$ cat config.mk
export PLATFORM = sky130hd
export DESIGN_NAME = pipe_ctrl
export DESIGN_NICKNAME = d
export VERILOG_FILES = /design/src/rtl/pipe_ctrl_pkg.sv /design/src/rtl/pipe_ctrl_stall_watchdog.sv /design/src/rtl/pipe_ctrl.sv
export SDC_FILE = /design/constraint.sdc
export NUM_CORES = 1
export LEC_CHECK = 0
export ABC_AREA = 1
export CORE_ASPECT_RATIO = 1.1
export CORE_MARGIN = 4
export CORE_UTILIZATION = 48
export DETAILED_ROUTE_END_ITERATION = 12
export PLACE_DENSITY = 0.78
export SLEW_MARGIN = 10
export SYNTH_ARGS = -nofsm -noshare
export SYNTH_HDL_FRONTEND = slang
export SYNTH_SLANG_ARGS = --single-unit
$ cat constraint.sdc
create_clock -name clk -period 2.4 [get_ports clk]
set_clock_uncertainty 0.15 [all_clocks]
set_input_delay 0.72 -clock clk [delete_from_list [all_inputs] [get_ports clk]]
set_output_delay 0.72 -clock clk [all_outputs]
set_load 0.05 [all_outputs]
$ cat src/rtl/pipe_ctrl_pkg.sv
// Shared constants for the pipeline controller: stall vectors, FSM encodings
// and common word/flag values.
package pipe_ctrl_pkg;

  localparam int unsigned STALL_W   = 6;
  localparam int unsigned WORD_W    = 32;
  localparam int unsigned WDOG_W    = 16;
  localparam int unsigned RECOVER_W = 4;

  localparam logic [STALL_W-1:0] STALL_NONE = 6'b000000;
  localparam logic [STALL_W-1:0] STALL_ID   = 6'b000111;
  localparam logic [STALL_W-1:0] STALL_EX   = 6'b001111;
  localparam logic [STALL_W-1:0] STALL_MEM  = 6'b011111;

  localparam logic [WORD_W-1:0] EXC_ENTRY_DEFAULT = 32'h0000_0020;
  localparam logic [WORD_W-1:0] ZERO_WORD         = 32'h0000_0000;
  localparam logic [WORD_W-1:0] WORD_MAX          = 32'hFFFF_FFFF;

  localparam logic ENABLE  = 1'b1;
  localparam logic DISABLE = 1'b0;

  typedef enum logic [1:0] {
    ST_RUN     = 2'd0,
    ST_FLUSH   = 2'd1,
    ST_RECOVER = 2'd2
  } ctrl_state_e;

endpackage

$ cat src/rtl/pipe_ctrl_stall_watchdog.sv
// MEM-stall watchdog: counts consecutive MEM stall cycles and emits a
// one-cycle bus_err pulse on timeout, restarting the count afterwards.
module stall_watchdog
  import pipe_ctrl_pkg::*;
#(
  parameter int unsigned TIMEOUT_CYCLES = 255
) (
  input  logic clk,
  input  logic rst,
  input  logic stallreq_mem,
  output logic bus_err
);

  localparam logic [WDOG_W-1:0] LAST = WDOG_W'(TIMEOUT_CYCLES - 1);

  logic [WDOG_W-1:0] cnt;

  always_ff @(posedge clk or negedge rst) begin
    if (!rst) begin
      cnt     <= '0;
      bus_err <= DISABLE;
    end else begin
      bus_err <= DISABLE;
      if (!stallreq_mem) begin
        cnt <= '0;
      end else if (cnt == LAST) begin
        cnt     <= '0;
        bus_err <= ENABLE;
      end else begin
        cnt <= cnt + WDOG_W'(1);
      end
    end
  end

endmodule

$ cat src/rtl/pipe_ctrl.sv
// Central pipeline control: stall merging, exception flush/redirect,
// post-flush exception masking, MEM watchdog and stall-cycle counter.
module pipe_ctrl
  import pipe_ctrl_pkg::*;
#(
  parameter logic [31:0] EXC_ENTRY      = EXC_ENTRY_DEFAULT,
  parameter int unsigned TIMEOUT_CYCLES = 255,
  parameter int unsigned RECOVER_CYCLES = 1
) (
  input  logic        clk,
  input  logic        rst,
  input  logic        stallreq_id,
  input  logic        stallreq_ex,
  input  logic        stallreq_mem,
  input  logic        except_valid,
  input  logic        except_eret,
  input  logic [31:0] cp0_epc,
  output logic [5:0]  stall,
  output logic        flush,
  output logic [31:0] new_pc,
  output logic        bus_err,
  output logic [31:0] stall_cycles
);

  localparam logic [RECOVER_W-1:0] RECOVER_LOAD = RECOVER_W'(RECOVER_CYCLES - 1);

  ctrl_state_e          state, state_next;
  logic [RECOVER_W-1:0] rcnt, rcnt_next;
  logic [STALL_W-1:0]   stall_enc;

  always_ff @(posedge clk or negedge rst) begin
    if (!rst) begin
      state <= ST_RUN;
      rcnt  <= '0;
    end else begin
      state <= state_next;
      rcnt  <= rcnt_next;
    end
  end

  always_comb begin
    state_next = state;
    rcnt_next  = rcnt;
    unique case (state)
      ST_RUN:     if (except_valid) state_next = ST_FLUSH;
      ST_FLUSH: begin
        rcnt_next  = RECOVER_LOAD;
        state_next = ST_RECOVER;
      end
      ST_RECOVER: begin
        if (rcnt == '0) state_next = ST_RUN;
        else            rcnt_next  = rcnt - RECOVER_W'(1);
      end
      default:    state_next = ST_RUN;
    endcase
  end

  // MEM has highest priority in the stall encoder
  always_comb begin
    stall_enc = STALL_NONE;
    if (stallreq_mem)     stall_enc = STALL_MEM;
    else if (stallreq_ex) stall_enc = STALL_EX;
    else if (stallreq_id) stall_enc = STALL_ID;
  end

  // Outputs are forced low while reset is held, independent of the clock
  always_comb begin
    stall  = STALL_NONE;
    flush  = DISABLE;
    new_pc = ZERO_WORD;
    if (rst) begin
      unique case (state)
        ST_RUN: begin
          if (except_valid) begin
            flush  = ENABLE;
            new_pc = except_eret ? cp0_epc : EXC_ENTRY;
          end else begin
            stall = stall_enc;
          end
        end
        ST_RECOVER: stall = stall_enc;
        default:    stall = STALL_NONE;
      endcase
    end
  end

  always_ff @(posedge clk or negedge rst) begin
    if (!rst) begin
      stall_cycles <= ZERO_WORD;
    end else if ((stall != STALL_NONE) && (stall_cycles != WORD_MAX)) begin
      stall_cycles <= stall_cycles + WORD_W'(1);
    end
  end

  stall_watchdog #(
    .TIMEOUT_CYCLES(TIMEOUT_CYCLES)
  ) u_wdog (
    .clk         (clk),
    .rst         (rst),
    .stallreq_mem(stallreq_mem),
    .bus_err     (bus_err)
  );

endmodule

==> impl_metrics.toml <==
[global_routing]
grt_antenna_before_repair = 0
grt_pass1_vias = 3782
grt_pass1_wl_mm = 17.7
overflow = 0
globalRouteTotalUtil_pct = 23.5
grt_start_max_net_pins = 56

[sta]
finalCritPeriodShare_pct = 103
timing.fmax_mhz = 406
setup_violations = 34
hold_viol = 0
setup_slack_ns = -0.0616
tightest_slew_ns = 0.680
max-slew-margin-rel_pct = 54.7
drv_slew = 0
fin_hold_ws_ns = 0.365
min_period_ns = 2.46
rsz0062_at_grt = "yes"

[synth]
synth.top_cell.area_share_pct = 37.6
synthArstFlopShare_pct = 100
synth_nets = 606
synth_seq_cells = 55
syn_area_sq_mm = 0.00366
synthCells = 562
synth_edf_count = 0
yosysSeqAreaShare_pct = 37.6
avgSynthCellArea_sq_um = 6.51
synth_area_leaders = "dfrtp_1 38%, nand2_1 21%, nor2_1 12%"
ys_warn_count = 0
ys.flop_type = "dfrtp_1"
synthDistinctLibCells = 29
synth_top_cell_by_area = "dfrtp_1"

[setup_path]
cpPeakStageDelay_ns = 0.40
arrival_ns = 1.59
path_buf_inv = 3
crit_chain = "inv_2 > nand2_8 > nor2_4 > nand2_4 > buf_12 > nor2_4 > buf_12"
required_ns = 1.53
slowest_stage = "dfrtp_1"
path_depth = 7
rr_worst_depth = 13
crit_fanout = 9
worstSetupEndpointType = "primary output"
cpLargestDelayFamily = "simple AND/OR/NAND/NOR gates"
critPathLaunchType = "flop"
critPathKind = "flop to primary output"

[power_and_ir_drop]
power_frac_comb_pct = 33.1
ir_drop_mv = 0.683
p_sw_share_pct = 36.7
switchingPower_mw = 0.879
p_clk_share_pct = 23.9
p_per_area_mw_per_mm2 = 417
intPower_mw = 1.52
pwr-share-seq_pct = 43.0
leakage_nw = 2.70

[placement]
port_buffers = 109
place_hpwl_mm = 8.35
gp_congestion = 0.924
placed_cell_area_sq_mm = 0.00548

[drt]
vias = 3869
firstDrtPassIters = 4
drt_iter0_markers = 180
ant_nets = 0
post_drt_via_cell_ratio = 4.93
wl_per_cell_um = 13.4
drc = 0
wl_mm = 10.5

[floorplan]
die-area_sq_mm = 0.00908
die_h_um = 99.5
die_w_um = 91.2
coreArea_sq_mm = 0.00743
rows = 33
num_io_pins = 111
start_util_pct = 49.2

[min_path]
min_path_type = "flop to flop"
min_path_cells = 1

[layout]
design_area_sq_mm = 0.00576
areaGrowthSynthToFinish_pct = 57.4
antenna_cells = 0
fin_nets = 740
drive_gt1_share_pct = 24.1

[clock_network]
clk_pin_slew_ns = 0.11
hold_buffers = 0
clockRootBuffer = "clkbuf_8"
clock_latency_ns = 0.32
cts_buffers = 5
clock_sinks = 55
cts_tree = "built"
cts-htree-levels = 2
clock_path_buffers = 2

[flow_run]
maxCapViolations = 0

[outcome]
violations = "negative setup slack"
outcome = "complete, but fails checks"
-- flip-flops by register name, summed over array words and instances (netlist names) --
register	count
stall_cycles	32
u_wdog.cnt	16
rcnt	4
state	2
u_wdog.bus_err	1
-- timing repair --
item,in CTS,in global routing
setup buffers,8,4
gates resized for setup,28,10
cloned,1,0
setup endpoints to repair,38,35
pin swaps,5,5
-- placed cells by master, fill, tap and decap left out, types with 2 or more instances in the layout --
| cell | n |
|---|---|
| buf_12 | 39 |
| buf_2 | 2 |
| buf_4 | 54 |
| buf_6 | 4 |
| buf_8 | 3 |
| clkbuf_8 | 5 |
| clkdlybuf4s50_1 | 33 |
| dfrtp_1 | 55 |
| ha_1 | 5 |
| inv_1 | 67 |
| inv_2 | 3 |
| inv_8 | 2 |
| nand2_1 | 201 |
| nand2_2 | 3 |
| nand2_4 | 4 |
| nand2_8 | 2 |
| nand3_1 | 29 |
| nand4_1 | 5 |
| nor2_1 | 85 |
| nor2_2 | 3 |
| nor2_4 | 37 |
| nor3_1 | 7 |
| o21ai_0 | 6 |
| o21ai_1 | 2 |
| o22ai_1 | 2 |
| xnor2_1 | 12 |
| xor2_1 | 13 |
-- metal layers --
metal | vias up | GRT usage (%) | wire length (um)
li1 | 1954 | - | -
met1 | 1813 | 28.6 | 4210
met2 | 85 | 44.1 | 5770
met3 | 17 | 2.95 | 335
met4 | 0 | 5.10 | 200
met5 | - | 0 | 0
-- worst paths after layout --
kind | startpoint | slack (ns) | endpoint
setup / recovery | state[1] | -0.06 | new_pc[10]
hold / removal | u_wdog.cnt[0] | 0.37 | u_wdog.cnt[0]
setup reg to reg | state[1] | 0.27 | stall_cycles[23]
hold reg to reg | u_wdog.cnt[0] | 0.37 | u_wdog.cnt[0]
max in group asynchronous | rst | 1.17 | stall_cycles[21]
min in group asynchronous | rst | 0.47 | rcnt[2]
-- final cells by class --
class | count | area [sq um]
inverters | 73 | 280
flip-flops and latches | 55 | 1380
clock buffers | 5 | 68.8
fillers | 543 | 1680
clock inverters | 3 | 31.3
multi-input cells | 423 | 2230
well taps | 87 | 109
repair buffers | 138 | 1660
-- kinds of logic (layout without fill, tap and decap cells) --
family	after synthesis	in the layout	synth area share [%]
AO/OA/AOI/OAI	12	12	1.78
XOR/XNOR	25	25	5.99
adder cells (fa/ha/maj)	5	5	1.71
buffers and inverters	84	219	10.0
flip-flops	55	55	37.6
other	1	1	0.103
AND/OR/NAND/NOR	380	380	42.7
-- cells in the mapped netlist, types with 3 or more instances --
master,n
buf_4,3
buf_6,5
clkbuf_1,3
dfrtp_1,55
ha_1,5
inv_1,71
nand2_1,206
nand3_1,29
nand4_1,5
nor2_1,121
nor3_1,8
o21ai_0,6
xnor2_1,12
xor2_1,13
-- per-stage QoR --
stage	total power [mW]	TNS (ns)	cells	utilization, %	setup slack, ns
3_5_place_dp	1.79	-25.60	763	73.8	-0.565
3_3_place_gp	1.78	-24.18	763	73.8	-0.545
5_1_grt	2.51	-3.92	784	77.4	-0.139
2_1_floorplan	1.50	-6.24	562	-	-0.218
4_1_cts	2.38	-1.09	780	76.6	-0.0610
6_report	2.40	-1.34	784	77.4	-0.0616
-- power by group through the flow --
stage / clock [mW] / sequential, mW / combinational, mW
after floorplan: 0 / 1.16 / 0.340
final: 0.572 / 1.03 / 0.795
after CTS: 0.577 / 1.03 / 0.776
after global placement: 0 / 1.05 / 0.727
after detailed placement: 0 / 1.05 / 0.738
after global routing: 0.626 / 1.04 / 0.846
No activity file was read; power rests on OpenSTA's default activity.
